<file path="src/rtl/rvfi_commit_serializer.sv">
// Ordered multi-push, single-pop queue serializing parallel RVFI commit records.
// Optional RVFI_SERIALIZER_SEQ_TAG_EN adds a 32-bit retire sequence tag (out_seq_o).

module rvfi_commit_lane #(
  parameter int LW = 4,
  parameter int PW = 3
) (
  input  logic          valid,
  input  logic [LW-1:0] prefix,
  input  logic [LW-1:0] free,
  input  logic [PW-1:0] wr_ptr,
  output logic          accept,
  output logic [PW-1:0] slot
);
  // prefix = number of valid older ports; only the first `free` of them fit
  assign accept = valid && (prefix < free);
  assign slot   = wr_ptr + prefix[PW-1:0];
endmodule

module rvfi_commit_serializer #(
  parameter int NR_COMMIT_PORTS = 2,
  parameter int DATA_W          = 64,
  parameter int DEPTH           = 8
) (
  input  logic                              clk_i,
  input  logic                              rst_ni,
  input  logic                              flush_i,
  input  logic [NR_COMMIT_PORTS-1:0]        commit_valid_i,
  input  logic [NR_COMMIT_PORTS*DATA_W-1:0] commit_data_i,
  output logic                              out_valid_o,
  input  logic                              out_ready_i,
  output logic [DATA_W-1:0]                 out_data_o,
  output logic [$clog2(DEPTH):0]            level_o,
  output logic                              overflow_o,
  output logic [15:0]                       drop_cnt_o
`ifdef RVFI_SERIALIZER_SEQ_TAG_EN
  ,
  output logic [31:0]                       out_seq_o
`endif
);
  localparam int NP = NR_COMMIT_PORTS;
  localparam int PW = $clog2(DEPTH);
  localparam int LW = PW + 1;

  logic [DATA_W-1:0]      mem [DEPTH];
  logic [PW-1:0]          rd_ptr, wr_ptr;
  logic [LW-1:0]          level, free, n_valid, n_acc, n_drop;
  logic [NP-1:0][LW-1:0]  prefix;
  logic [NP-1:0]          accept;
  logic [NP-1:0][PW-1:0]  slot;
  logic                   pop;
  logic [16:0]            drop_sum;

  // Space is taken from registered level so out_ready_i never gates acceptance
  assign free = LW'(DEPTH) - level;

  for (genvar p = 0; p < NP; p++) begin : g_lane
    logic [LW-1:0] pre;
    always_comb begin
      pre = '0;
      for (int i = 0; i < p; i++) pre = pre + LW'(commit_valid_i[i]);
    end
    assign prefix[p] = pre;

    rvfi_commit_lane #(.LW(LW), .PW(PW)) u_lane (
      .valid  (commit_valid_i[p]),
      .prefix (pre),
      .free   (free),
      .wr_ptr (wr_ptr),
      .accept (accept[p]),
      .slot   (slot[p])
    );
  end

  always_comb begin
    n_valid = '0;
    for (int i = 0; i < NP; i++) n_valid = n_valid + LW'(commit_valid_i[i]);
  end

  // Flush-cycle records are discarded outright, neither accepted nor dropped
  assign n_acc    = flush_i ? '0 : ((n_valid > free) ? free : n_valid);
  assign n_drop   = flush_i ? '0 : (n_valid - n_acc);
  assign pop      = out_valid_o && out_ready_i && !flush_i;
  assign drop_sum = {1'b0, drop_cnt_o} + 17'(n_drop);

  always_ff @(posedge clk_i or negedge rst_ni) begin
    if (!rst_ni) begin
      rd_ptr     <= '0;
      wr_ptr     <= '0;
      level      <= '0;
      overflow_o <= 1'b0;
      drop_cnt_o <= '0;
    end else begin
      if (flush_i) begin
        rd_ptr <= '0;
        wr_ptr <= '0;
        level  <= '0;
      end else begin
        wr_ptr <= wr_ptr + PW'(n_acc);
        rd_ptr <= rd_ptr + PW'(pop);
        level  <= level + n_acc - LW'(pop);
      end
      if (n_drop != '0) begin
        overflow_o <= 1'b1;
        drop_cnt_o <= drop_sum[16] ? 16'hFFFF : drop_sum[15:0];
      end
    end
  end

  always_ff @(posedge clk_i) begin
    for (int p = 0; p < NP; p++)
      if (accept[p] && !flush_i) mem[slot[p]] <= commit_data_i[p*DATA_W +: DATA_W];
  end

  assign out_valid_o = (level != '0);
  assign out_data_o  = mem[rd_ptr];
  assign level_o     = level;

`ifdef RVFI_SERIALIZER_SEQ_TAG_EN
  logic [31:0] seq_cnt;
  logic [31:0] seq_mem [DEPTH];

  // Every non-flushed valid record takes a number, so drops leave visible gaps
  always_ff @(posedge clk_i or negedge rst_ni) begin
    if (!rst_ni)       seq_cnt <= '0;
    else if (!flush_i) seq_cnt <= seq_cnt + 32'(n_valid);
  end

  always_ff @(posedge clk_i) begin
    for (int p = 0; p < NP; p++)
      if (accept[p] && !flush_i) seq_mem[slot[p]] <= seq_cnt + 32'(prefix[p]);
  end

  assign out_seq_o = seq_mem[rd_ptr];
`endif
endmodule

</file>
<file path="config.mk">
export PLATFORM = sky130hd
export DESIGN_NAME = rvfi_commit_serializer
export DESIGN_NICKNAME = d
export VERILOG_FILES = /design/src/rtl/rvfi_commit_serializer.sv
export SDC_FILE = /design/constraint.sdc
export NUM_CORES = 1
export LEC_CHECK = 0
export CORE_MARGIN = 2
export CORE_UTILIZATION = 35
export CTS_CLUSTER_DIAMETER = 50
export DETAILED_ROUTE_END_ITERATION = 7
export SLEW_MARGIN = 20
export SYNTH_ARGS = -nofsm -noshare
export SYNTH_HDL_FRONTEND = slang
export SYNTH_HIERARCHICAL = 1
export SYNTH_SLANG_ARGS = --single-unit
</file>
<file path="constraint.sdc">
create_clock -name clk_i -period 16.97 [get_ports clk_i]
set_input_delay 1.697 -clock clk_i [delete_from_list [all_inputs] [get_ports clk_i]]
set_output_delay 1.697 -clock clk_i [all_outputs]
set_load 0.05 [all_outputs]
</file>
==> results.md, run 1 <==
- Status: complete, no violations
- Hold buffers post-CTS: 0
- Stages on the worst setup path: 5
- Post-CTS clock slew at the launch and capture registers of the worst setup and hold paths: 0.05 ns
- Total half-perimeter wirelength after legalization and detailed placement: 41.1 mm
- Critical path start-end classification: reg2out
- Number of antenna violations at the first check in global routing: 19
- Cell count after placement: 2768
- Number of distinct standard cells referenced by the synthesized netlist: 49
- Total number of clock tree sinks: 539
- Endpoint class of the critical path: primary output
- Chip Width: 287 um
- Routed wire length: 73.6 mm
- Commonest cells after routing, fill and taps aside: sky130_fd_sc_hd__edfxtp_1 (512), sky130_fd_sc_hd__mux2_2 (433), sky130_fd_sc_hd__clkdlybuf4s50_1 (219), sky130_fd_sc_hd__mux4_2 (128), sky130_fd_sc_hd__mux2_4 (98)
- Detailed Routing Iterations Pass 1: 6
- Peak supply drop: 0.000106 V
- Largest incremental delay on the critical path: 0.97 ns
- Worst relative slew slack: 24.2%
- Kind of cell adding the most delay to the critical path: buffers and inverters
- Fraction of the cycle the final worst path needs: 36.9%
- EDFF count, synth: 512
- Count of input and output buffers: 219
- Largest net degree at the start of global routing: 111
- Setup slack of the critical path after layout: 10.71 ns
- Layout overhead on the synthesized area: 20.6%
- Maximum clock skew at final layout: 0.0297 ns
- Number of buffers created by CTS: 74
- Share of synthesized flip-flops with an asynchronous set or reset: 5.01%
- Sequential cell area fraction in the yosys report: 57.3%
- TritonCTS clock tree: done
- Number of warning messages in the yosys log: 6
- Syn_area_per_cell: 17.9 sq um
- Highest fanout seen on the critical path: 64
- Remaining DRCs: 0
- Count of boundary I/O pins: 220
- Top cells by area in the synthesized netlist: sky130_fd_sc_hd__edfxtp_1 (55%), sky130_fd_sc_hd__mux2_2 (17%), sky130_fd_sc_hd__mux4_2 (10%)
- Non-filler cells, final: 2904
- Global route overflow: 0
- Unrepaired setup endpoints after global routing: false
- Cell count of the worst reg-to-reg path: 12
- Share of final-layout standard cells stronger than drive strength 1: 44.5%
- Register bit total from synthesis: 539
- Leakage dissipation: 0.0112 uW
- Initial detailed-routing violation count: 919
- Total Routing Usage GR: 17.8%
- Syn Inst Count: 1563
- Average wire length per cell after detail routing: 25.3 um
- Proportion of netlist area held by the largest area contributor: 54.9%
- Most common cell after layout, fill and taps aside: sky130_fd_sc_hd__edfxtp_1
- Sum of buffers and inverters on the critical path: 3
- Routed Antenna Nets: 0
- CTS max path bufs: 3
- Largest area contributor in the netlist: sky130_fd_sc_hd__edfxtp_1
- Final GP Congestion: 0.787
- Setup violators final: 0
- Via count: 15500
- Sum Neg Setup Slack: 0 ns
- Global-route wire length before repair: 109 mm
- Post-CTS sizing: 0
- Number of max-slew violations in the final report: 0
- Number of H-tree levels: 3
- Required arrival time at the worst endpoint: 15.27 ns
- Slowest stage cell, crit path: sky130_fd_sc_hd__buf_4
- Vias per cell: 5.32
- Vias in the first global route: 16600
- Final-layout worst hold slack: 0.478 ns
- Cell mode on critical path: sky130_fd_sc_hd__buf_4
- Initial standard-cell utilization of the core: 35.4%
- Power per cell area: 139 nW/um^2
- Crit-path cells: buf_4 > buf_4 > mux4_2 > mux2_2 > clkdlybuf4s50_1
- Cell area after technology mapping: 28000 sq um
- Worst hold-check path type: reg2reg
- Setup slack at placement: 10.68 ns
- Insertion delay of the later-clocked pin in the worst-skew pair: 0.62 ns
- Maximum clock rate: 160 MHz
- Shortest clock period the worst path allows after layout: 6.26 ns
- Pin slew with the least headroom to its limit: 1.14 ns
- Number of violations of the max-capacitance limit: 0
- Layout net count: 1961
- Number of hold violations in the final report: 0
- Die boundary height: 287 um
- Fillers: 7025
- Hold-critical path depth: 1
- Die ar.: 82300 sq um
- Std-Cell Core Area: 79100 sq um
- Setup repair bufs after CTS: 0
- Standard-cell rows: 103
- Startpoint Class: register
- Root buffer cell: sky130_fd_sc_hd__clkbuf_16
- Predominant post-synthesis flop cell: sky130_fd_sc_hd__edfxtp_1
- Critical path data arrival time: 4.57 ns
[layout make-up]
type	instances	area, sq um	area share, %
tap	1050	1310	3.89
clock inverter	51	558	1.65
timing repair buffer	243	2380	7.06
sequential	539	16100	47.6
antenna	1	2.50	0.00741
clock buffer	84	1920	5.69
multi-input combinational	908	11400	33.8
inverter	28	105	0.311
[registers in the layout, indices dropped and copies added (netlist names)]
| signal | cells |
|---|---|
| level_o | 4 |
| mem | 512 |
| rd_ptr | 3 |
| drop_cnt_o | 16 |
| overflow_o | 1 |
| wr_ptr | 3 |
[Yosys cell counts, types with 2 or more instances]
master	n
sky130_fd_sc_hd__buf_4	9
sky130_fd_sc_hd__conb_1	2
sky130_fd_sc_hd__xor2_1	5
sky130_fd_sc_hd__mux4_2	128
sky130_fd_sc_hd__edfxtp_1	512
sky130_fd_sc_hd__o41ai_1	2
sky130_fd_sc_hd__nor2_1	18
sky130_fd_sc_hd__nand3_1	13
sky130_fd_sc_hd__buf_1	2
sky130_fd_sc_hd__and3b_1	5
sky130_fd_sc_hd__a21o_1	5
sky130_fd_sc_hd__nand2_1	9
sky130_fd_sc_hd__inv_1	28
sky130_fd_sc_hd__a21oi_1	9
sky130_fd_sc_hd__or4_1	8
sky130_fd_sc_hd__clkbuf_1	23
sky130_fd_sc_hd__buf_6	17
sky130_fd_sc_hd__mux2_2	433
sky130_fd_sc_hd__or2_1	2
sky130_fd_sc_hd__mux2_1	49
sky130_fd_sc_hd__nand3b_1	5
sky130_fd_sc_hd__dfrtp_1	27
sky130_fd_sc_hd__o21ai_0	5
sky130_fd_sc_hd__o31ai_1	8
sky130_fd_sc_hd__and3_1	3
sky130_fd_sc_hd__mux2i_1	2
sky130_fd_sc_hd__nand2b_1	7
sky130_fd_sc_hd__ha_1	27
sky130_fd_sc_hd__xnor2_1	8
sky130_fd_sc_hd__nor2b_1	10
sky130_fd_sc_hd__fa_1	6
sky130_fd_sc_hd__mux2_4	98
sky130_fd_sc_hd__buf_2	48
sky130_fd_sc_hd__a31oi_1	3
sky130_fd_sc_hd__nor3_1	5
sky130_fd_sc_hd__o21bai_1	4
sky130_fd_sc_hd__nand4_1	6
[power breakdown]
part	total (uW)	internal, uW	switching, uW	leakage (uW)
clock network	1560	948	612	0.00122
logic	1340	552	789	0.00503
registers	1800	1730	69.6	0.00497
total	4710	3230	1470	0.0112
[path summary, 6_finish.rpt]
check                            from            end  slack [ns]
setup / recovery            rd_ptr[1]  out_data_o[4]       10.71
hold / removal             overflow_o     overflow_o        0.48
setup reg to reg           level_o[0]     mem[3][57]       11.86
hold reg to reg            overflow_o     overflow_o        0.48
max in group asynchronous      rst_ni      rd_ptr[2]       15.18
min in group asynchronous      rst_ni     level_o[2]        1.49
[kinds of logic after synthesis]
logic type               synth area share, %
flip-flops                              57.3
multiplexers                            35.0
XOR/XNOR                               0.465
AND/OR/NAND/NOR                         2.00
adder cells (fa/ha/maj)                 1.64
buffers and inverters                   2.49
AO/OA/AOI/OAI                           1.08
other                                 0.0268
[stage by stage]
stage	total power [uW]	area, sq um	utilization (%)
3_5_place_dp	3190	31300	39.5
3_3_place_gp	3160	31300	39.5
6_report	4710	33800	42.7
4_1_cts	4760	33800	42.7
5_1_grt	4900	33800	42.7
2_1_floorplan	2760	28000	-
[layer usage]
layer  share of wire, %  track usage, %  routed length [um]
met5               0.31               0                 230
met4                1.9            4.30                1360
met1                 42            22.6               30800
met2                 49            30.0               36200
met3                6.8            5.28                5020
Power figures use the tool's default switching activity.
==> inputs of run 2 (changes only) <==
==> constraint.sdc (replaced) <==
create_clock -name clk_i -period 5.85 [get_ports clk_i]
set_input_delay 0.585 -clock clk_i [delete_from_list [all_inputs] [get_ports clk_i]]
set_output_delay 0.585 -clock clk_i [all_outputs]
set_load 0.05 [all_outputs]
==> run 2 against run 1 <==
Clock-buffer cell count is the same; die area is the same; hold slack lost 0.11 ns; sequential share of layout area fell by 0.42 points; sequential power rose to 2.9 times the previous value; first-iteration DRC count is 18% higher; total power increased to 2.9 times the previous value; cell count increased by 0.38%; combinational power increased to 2.9 times the previous value; largest power group unchanged; critical path type is now reg2reg; register-to-register slack got worse by 11 ns; setup slack worse by 9.5 ns; global-route usage is 0.34 points higher; highest routed layer unchanged.
==> results.md, run 2 (synthesis results as in run 1) <==
- Standard-cell rows: 103
- Layout Cell Area excl Fill: 34100 sq um
- Highest fanout seen on the critical path: 8
- Setup slack at placement: 0.742 ns
- Number of H-tree levels: 3
- Routed Antenna Nets: 0
- Startpoint Class: register
- Routed wire length: 74.7 mm
- Detailed Routing Iterations Pass 1: 4
- Endpoint class of the critical path: register
- Power per cell area: 405 nW/um^2
- Hold buffers post-CTS: 0
- Required arrival time at the worst endpoint: 6.35 ns
- Number of max-slew violations in the final report: 0
- Final core utilization: 43.1%
- Status: complete, no violations
- Worst relative slew slack: 26.7%
- Root buffer cell: sky130_fd_sc_hd__clkbuf_16
- Total half-perimeter wirelength after legalization and detailed placement: 39.1 mm
- Post-CTS clock slew at the launch and capture registers of the worst setup and hold paths: 0.05 ns
- Die boundary height: 287 um
- Maximum clock skew at final layout: 0.0181 ns
- Global-route wire length before repair: 111 mm
- Commonest cells after routing, fill and taps aside: sky130_fd_sc_hd__edfxtp_1 (512), sky130_fd_sc_hd__mux2_2 (433), sky130_fd_sc_hd__clkdlybuf4s50_1 (219), sky130_fd_sc_hd__mux4_2 (128), sky130_fd_sc_hd__mux2_4 (98)
- Setup repair bufs after CTS: 0
- Setup slack of the critical path after layout: 1.17 ns
- Most common cell after layout, fill and taps aside: sky130_fd_sc_hd__edfxtp_1
- Vias per cell: 5.34
- Count of input and output buffers: 219
- Post-CTS sizing: 0
- Number of hold violations in the final report: 0
- Maximum clock rate: 214 MHz
- TritonCTS clock tree: done
- Pin slew with the least headroom to its limit: 1.10 ns
- Chip Width: 287 um
- Layout overhead on the synthesized area: 21.7%
- Average wire length per cell after detail routing: 25.6 um
- Via count: 15600
- Unrepaired setup endpoints after global routing: false
- Layout net count: 1968
- Remaining DRCs: 0
- Count of boundary I/O pins: 220
- Shortest clock period the worst path allows after layout: 4.68 ns
- Critical path start-end classification: reg2reg
- Insertion delay of the later-clocked pin in the worst-skew pair: 0.61 ns
- Leakage dissipation: 0.0113 uW
- Critical path data arrival time: 5.18 ns
- Peak supply drop: 0.000351 V
- Fraction of the cycle the final worst path needs: 80.0%
- Setup violators final: 0
- Max reg flops: 512
- Share of final-layout standard cells stronger than drive strength 1: 44.7%
- Worst hold-check path type: in2async
- Number of buffers created by CTS: 78
- Number of antenna violations at the first check in global routing: 17
- Initial standard-cell utilization of the core: 35.4%
- Die ar.: 82300 sq um
- Largest net degree at the start of global routing: 66
- CTS max path bufs: 3
- Std-Cell Core Area: 79100 sq um
- Post-detailed-placement cell area: 31500 sq um
- Total number of clock tree sinks: 539
- Initial detailed-routing violation count: 1084
- Total Routing Usage GR: 18.2%
- Vias in the first global route: 16700
- Final GP Congestion: 0.789
- Global route overflow: 0
- Total power after layout: 13800 uW
- Number of violations of the max-capacitance limit: 0
run 2: area by class of cell:
type,count,area [sq um]
timing repair buffer,246,2610
tap,1050,1310
inverter,28,105
sequential,539,16100
antenna,5,12.5
fill,7008,45100
clock inverter,55,571
clock buffer,84,1970
multi-input combinational,908,11400
run 2: critical path, stage by stage, from the launching register on:
cell and delay [ns]:
sky130_fd_sc_hd__dfrtp_1 0.48, sky130_fd_sc_hd__inv_1 0.10, sky130_fd_sc_hd__ha_1 0.40, sky130_fd_sc_hd__xnor2_2 0.26
sky130_fd_sc_hd__a21oi_1 0.14, sky130_fd_sc_hd__a2111oi_4 0.48, sky130_fd_sc_hd__mux2_2 0.42, sky130_fd_sc_hd__ha_1 0.21
sky130_fd_sc_hd__inv_1 0.08, sky130_fd_sc_hd__fa_1 0.40, sky130_fd_sc_hd__nor2b_1 0.17, sky130_fd_sc_hd__fa_1 0.43
sky130_fd_sc_hd__a31oi_1 0.58, sky130_fd_sc_hd__nor4b_1 0.13, sky130_fd_sc_hd__mux2_2 0.30
run 2: through the flow:
stage,TNS (ns),hold slack [ns],instances
after floorplan,-348.61,0.289,1574
after global placement,0,0.464,2771
after detailed placement,0,0.457,2771
after CTS,0,0.360,2910
after global routing,0,0.410,2910
final,0,0.371,2915
run 2: routing by layer:
layer  vias up  GRT usage [%]  wire (um)
met5         -              0        168
met4        24           4.40       1260
met3       121           4.71       4850
met2       369           29.1      35100
met1      8217           24.7      33300
li1       6833              -          -
run 2: path summary, 6_finish.rpt:
kind                                  from  cells after the start        endpoint  slack [ns]
worst max-delay path            level_o[0]                     14  drop_cnt_o[14]        1.17
worst min-delay path                rst_ni                      2      overflow_o        0.37
worst max register to register  level_o[0]                     14  drop_cnt_o[14]        1.17
worst min register to register  overflow_o                      1      overflow_o        0.47
max in group asynchronous           rst_ni                      2       rd_ptr[0]        5.16
min in group clk_i              overflow_o                      1      overflow_o        0.47
run 2: where the power goes:
part / switching [uW] / total (uW) / internal [uW]
combinational: 2300 / 3950 / 1650
clock: 1790 / 4610 / 2820
sequential: 213 / 5230 / 5020
total: 4300 / 13800 / 9490
==> inputs of run 3 (changes only) <==
==> constraint.sdc (replaced) <==
create_clock -name clk_i -period 4.33 [get_ports clk_i]
set_input_delay 0.433 -clock clk_i [delete_from_list [all_inputs] [get_ports clk_i]]
set_output_delay 0.433 -clock clk_i [all_outputs]
set_load 0.05 [all_outputs]
==> run 3 against run 2 <==
Register-to-register slack lost 0.92 ns; total power grew 37%; core utilization grew 0.61 points; sequential share of layout area shrank 0.65 points; hold slack lost 0.062 ns; clock-buffer cell count grew 2; clock skew grew 0.0013 ns; maximum frequency grew 15%; flip-flop and latch count is the same; global-route usage grew 0.31 points; setup slack lost 0.92 ns; cell area grew 1.4%.
==> results.md, run 3 (synthesis results as in run 1) <==
- Setup repair bufs after CTS: 0
- Total number of clock tree sinks: 539
- CTS max path bufs: 3
- Sequential Area: 16100 sq um
- Multi-input logic area: 11400 sq um
- Layout overhead on the synthesized area: 23.4%
- Stages on the worst setup path: 16
- Hold buffers post-CTS: 0
- Die ar.: 82300 sq um
- Vias in the first global route: 17100
- Vias per cell: 5.30
- Global-route wire length before repair: 112 mm
- Number of H-tree levels: 3
- Largest incremental delay on the critical path: 0.51 ns
- Insertion delay of the later-clocked pin in the worst-skew pair: 0.61 ns
- Number of hold violations in the final report: 0
- Sum of buffers and inverters on the critical path: 3
- Count of boundary I/O pins: 220
- Number of max-slew violations in the final report: 0
- Final-layout worst hold slack: 0.309 ns
- Launching element of the worst setup path: level_o[0]
- Sum Neg Setup Slack: 0 ns
- Total Routing Usage GR: 18.5%
- Count of input and output buffers: 219
- TritonCTS clock tree: done
- Fillers: 7006
- Cell count after placement: 2809
- Commonest cells after routing, fill and taps aside: sky130_fd_sc_hd__edfxtp_1 (512), sky130_fd_sc_hd__mux2_2 (433), sky130_fd_sc_hd__clkdlybuf4s50_1 (219), sky130_fd_sc_hd__mux4_2 (128), sky130_fd_sc_hd__mux2_4 (98)
- Cell count of the worst reg-to-reg path: 16
- Fraction of the cycle the final worst path needs: 94.1%
- Endpoint class of the critical path: register
- Average wire length per cell after detail routing: 25.8 um
- Post-CTS clock slew at the launch and capture registers of the worst setup and hold paths: 0.06 ns
- Die boundary height: 287 um
- Detailed Routing Iterations Pass 1: 5
- Non-filler cells, final: 2952
- Reg2Reg Setup Slack: 0.25 ns
- Maximum clock rate: 245 MHz
- Number of antenna violations at the first check in global routing: 11
- Maximum clock skew at final layout: 0.0194 ns
- Power per cell area: 548 nW/um^2
- Required arrival time at the worst endpoint: 4.87 ns
- Highest fanout seen on the critical path: 10
- Shortest clock period the worst path allows after layout: 4.08 ns
- Post-CTS sizing: 0
- Final core utilization: 43.7%
- Slowest stage cell, crit path: sky130_fd_sc_hd__or4_1
- Number of buffers created by CTS: 79
- Remaining DRCs: 0
- Setup slack of the critical path after layout: 0.254 ns
- Capture point of the worst path: drop_cnt_o[15]
- Total half-perimeter wirelength after legalization and detailed placement: 43.9 mm
- Unrepaired setup endpoints after global routing: false
- Initial detailed-routing violation count: 958
- Leakage dissipation: 0.0116 uW
- Critical path data arrival time: 4.61 ns
- Setup violators final: 0
- Final GP Congestion: 0.775
- Routed Antenna Nets: 0
- Max reg flops: 512
- Routed wire length: 76.2 mm
- Kind of cell adding the most delay to the critical path: adder cells
- Chip Width: 287 um
- Crit-path cells: inv_1 > ha_2 > xnor2_2 > a21oi_1 > a2111oi_4 > mux2_2 > ha_1 > inv_1 > fa_1 > nor2b_1 > ha_1 > a21o_1 > a22oi_1 > buf_4 > or4_1 > nand3_1
- Layout net count: 2007
- Number of violations of the max-capacitance limit: 0
- Standard-cell rows: 103
- Peak supply drop: 0.000396 V
- Worst hold-check path type: in2async
- Std-Cell Core Area: 79100 sq um
- Pin slew with the least headroom to its limit: 1.02 ns
- Critical path start-end classification: reg2reg
- Via count: 15700
- Worst relative slew slack: 32.1%
- Most common cell after layout, fill and taps aside: sky130_fd_sc_hd__edfxtp_1
- Critical R2R Launch: level_o[0]
- Reg2Reg Capture Point: drop_cnt_o[15]
- Root buffer cell: sky130_fd_sc_hd__clkbuf_16
- Largest net degree at the start of global routing: 65
- Initial standard-cell utilization of the core: 35.4%
- Startpoint Class: register
- Global route overflow: 0
- Setup slack at placement: -0.198 ns
- Status: complete, no violations
- Share of final-layout standard cells stronger than drive strength 1: 46.0%
## run 3: changes by cell type in the layout (fill, tap and decap cells not counted), moves of 3 or more
cell	previous run	this run
sky130_fd_sc_hd__buf_4	10	34
sky130_fd_sc_hd__clkinv_2	13	9
sky130_fd_sc_hd__buf_12	17	30
sky130_fd_sc_hd__diode_2	5	2
sky130_fd_sc_hd__inv_6	8	12
## run 3: final cells by class
type	count	share of cell area, %
sequential	539	46.5
multi-input combinational	908	33.1
timing repair buffer	284	8.85
clock buffer	86	5.80
tap	1050	3.80
clock inverter	55	1.63
inverter	28	0.304
antenna	2	0.0145
## run 3: worst reg2reg max path, cell delays in order, from the launching register on
cell	delay (ns)
sky130_fd_sc_hd__dfrtp_1	0.40
sky130_fd_sc_hd__inv_1	0.08
sky130_fd_sc_hd__ha_2	0.31
sky130_fd_sc_hd__xnor2_2	0.19
sky130_fd_sc_hd__a21oi_1	0.12
sky130_fd_sc_hd__a2111oi_4	0.36
sky130_fd_sc_hd__mux2_2	0.39
sky130_fd_sc_hd__ha_1	0.21
sky130_fd_sc_hd__inv_1	0.08
sky130_fd_sc_hd__fa_1	0.40
sky130_fd_sc_hd__nor2b_1	0.17
sky130_fd_sc_hd__ha_1	0.28
sky130_fd_sc_hd__a21o_1	0.13
sky130_fd_sc_hd__a22oi_1	0.07
sky130_fd_sc_hd__buf_4	0.19
sky130_fd_sc_hd__or4_1	0.51
sky130_fd_sc_hd__nand3_1	0.10
## run 3: power breakdown
part / internal [uW] / switching [uW] / leakage, uW
Sequential: 6780 / 273 / 0.00497
Clock: 3810 / 2470 / 0.00124
Combinational: 2400 / 3200 / 0.00534
Total: 13000 / 5940 / 0.0116
## run 3: worst min path at each step
| stage | start | end | slack, ns | cells after the start |
|---|---|---|---|---|
| global placement | overflow_o | overflow_o | 0.46 | 1 |
| global route | rst_ni | drop_cnt_o[9] | 0.34 | 1 |
| finish | rst_ni | drop_cnt_o[6] | 0.31 | 1 |
| detailed placement | overflow_o | overflow_o | 0.47 | 1 |
| floorplan | rst_ni | drop_cnt_o[0] | 0.14 | 0 |
| CTS | rst_ni | drop_cnt_o[11] | 0.30 | 1 |
## run 3: per-layer routing
metal / GRT usage [%] / vias up / share of wire, %
met5: 0 / - / 0.16
met1: 24.5 / 8284 / 44
met3: 4.56 / 99 / 5.8
li1: - / 6905 / -
met4: 3.82 / 20 / 1.5
met2: 30.8 / 349 / 49
## run 3: metrics by stage
step                      cell area, sq um  total power, uW
after floorplan                      28100            10800
after global placement               32000            12700
after detailed placement             32000            12800
after CTS                            34500            19200
after global routing                 34500            19700
final                                34600            18900
==> edit, RTL diff (settings of run 2) <==
Put one more register stage on the output `drop_cnt_o`, without a reset. The value now appears one clock later. The other outputs are not delayed to match.
--- a/src/rtl/rvfi_commit_serializer.sv
+++ b/src/rtl/rvfi_commit_serializer.sv
@@ -42,6 +42,8 @@
   localparam int PW = $clog2(DEPTH);
   localparam int LW = PW + 1;
 
+  logic [15:0] drop_cnt_s0;
+
   logic [DATA_W-1:0]      mem [DEPTH];
   logic [PW-1:0]          rd_ptr, wr_ptr;
   logic [LW-1:0]          level, free, n_valid, n_acc, n_drop;
@@ -81,7 +83,7 @@
   assign n_acc    = flush_i ? '0 : ((n_valid > free) ? free : n_valid);
   assign n_drop   = flush_i ? '0 : (n_valid - n_acc);
   assign pop      = out_valid_o && out_ready_i && !flush_i;
-  assign drop_sum = {1'b0, drop_cnt_o} + 17'(n_drop);
+  assign drop_sum = {1'b0, drop_cnt_s0} + 17'(n_drop);
 
   always_ff @(posedge clk_i or negedge rst_ni) begin
     if (!rst_ni) begin
@@ -89,7 +91,7 @@
       wr_ptr     <= '0;
       level      <= '0;
       overflow_o <= 1'b0;
-      drop_cnt_o <= '0;
+      drop_cnt_s0 <= '0;
     end else begin
       if (flush_i) begin
         rd_ptr <= '0;
@@ -102,7 +104,7 @@
       end
       if (n_drop != '0) begin
         overflow_o <= 1'b1;
-        drop_cnt_o <= drop_sum[16] ? 16'hFFFF : drop_sum[15:0];
+        drop_cnt_s0 <= drop_sum[16] ? 16'hFFFF : drop_sum[15:0];
       end
     end
   end
@@ -133,5 +135,9 @@
 
   assign out_seq_o = seq_mem[rd_ptr];
 `endif
+  always_ff @(posedge clk_i) begin
+    drop_cnt_o <= drop_cnt_s0;
+  end
+
 endmodule
 
Function: not settled (the Yosys comparison gave no result); the edit may change what the design does.
==> edit against run 2 <==
  * Cell area is 0.86% higher
  * Total power is 1.1% higher
  * Sequential cell count is 16 higher
  * Via count is 0.19% higher
  * Critical path type unchanged
  * Worst setup slack better by 0.065 ns
  * Sequential share of layout area is 0.53 points higher
  * Synthesized cell count is 1.0% higher
  * Worst hold slack worse by 0.0045 ns
  * Routed wire length is 2.1% higher
  * Synthesized area is 1.1% higher
  * Final cell count is 1.0% higher
  * Largest power group unchanged
  * Largest cell class unchanged
==> edit: results (changes against run 2) <==
| Metric | Value |
|---|---|
| DR vias | `15600 (+0.19%)` |
| Unique cell type count in the Yosys netlist | `50 (+2.0%)` |
| First-pass GRT wire length | `112000 um (+1.4%)` |
| Overall Global Routing Usage | `18.3% (+0.18 points)` |
| DP Wirelength | `42300 um (+8.1%)` |
| Leak | `11.5 nW (+1.3%)` |
| Synth Area in XOR/XNOR | `0.459% (-0.0053 points)` |
| Cell Area, Placed | `0.0318 mm^2 (+0.98%)` |
| Async S/R FF share, synth | `4.86% (-0.14 points)` |
| Peak supply drop | `0.300 mV (-14%)` |
| Multiplexer area fraction after synthesis | `34.6% (-0.40 points)` |
| Largest net degree at the start of global routing | `80 (+21%)` |
| Vias in the first global route | `16900 (+1.2%)` |
| Max FO, Critical Path | `12 (+4)` |
| Reg2Reg Setup Slack | `1.24 ns (+0.07 ns)` |
| Drt wl/cell | `25.9 um (+1.0%)` |
| Slowest stage cell, crit path | `a22oi_1` |
| Critical path's top delay family | `compound AO/OA/AOI/OAI gates` |
| Met3 WL | `4340 um (-11%)` |
| Met3 GRT Util | `4.76% (+0.057 points)` |
| Fmax | `0.217 GHz (+1.4%)` |
| Adder-Cell Fraction of Synth Area | `1.62% (-0.018 points)` |
| Drt first pass iters | `5 (+1)` |
| DR iter-0 viols | `821 (-24%)` |
| Register area share after synthesis | `57.8% (+0.48 points)` |
| CP peak stage delay | `0.63 ns (+0.05 ns)` |
| Critical Path AT | `5.07 ns (-0.11 ns)` |
| Worst Clk Skew | `0.0226 ns (+0.00452 ns)` |
| Ratio of cells with drive above 1 in the final layout | `44.3% (-0.33 points)` |
| Initial antenna violation count | `13 (-4)` |
| Reg2reg end | `drop_cnt_s0[13]` |
| Total length of routed met2 wires | `37400 um (+6.6%)` |
| Status | `completed` |
| WL met1 | `32900 um (-1.3%)` |
-- edit: cell types whose count changed after synthesis --
cell / before / now
dfxtp_1: 0 / 16
-- edit: final cells by class --
class | instances | area, um^2
clock inverter | 50 | 512
sequential | 555 | 16400
inverter | 28 | 105
fill | 7094 | 45900
antenna | 2 | 5.00
tap | 1060 | 1330
clock buffer | 89 | 2020
timing repair buffer | 253 | 2580
multi-input combinational | 908 | 11400
-- edit: where the power goes --
group | leakage, nW | internal [W] | total, W | switching (W)
logic | 5.12 | 0.00164 | 0.00394 | 0.00230
registers | 5.11 | 0.00516 | 0.00539 | 0.000234
clock network | 1.23 | 0.00282 | 0.00463 | 0.00181
total | 11.5 | 0.00961 | 0.0140 | 0.00434
-- edit: stage by stage --
step / TNS (ns) / std cells / utilization [%]
detailed placement: 0 / 2804 / 39.6
CTS: 0 / 2943 / 42.8
global placement: 0 / 2804 / 39.6
floorplan: -348.61 / 1590 / -
finish: 0 / 2945 / 42.8
global route: 0 / 2944 / 42.8
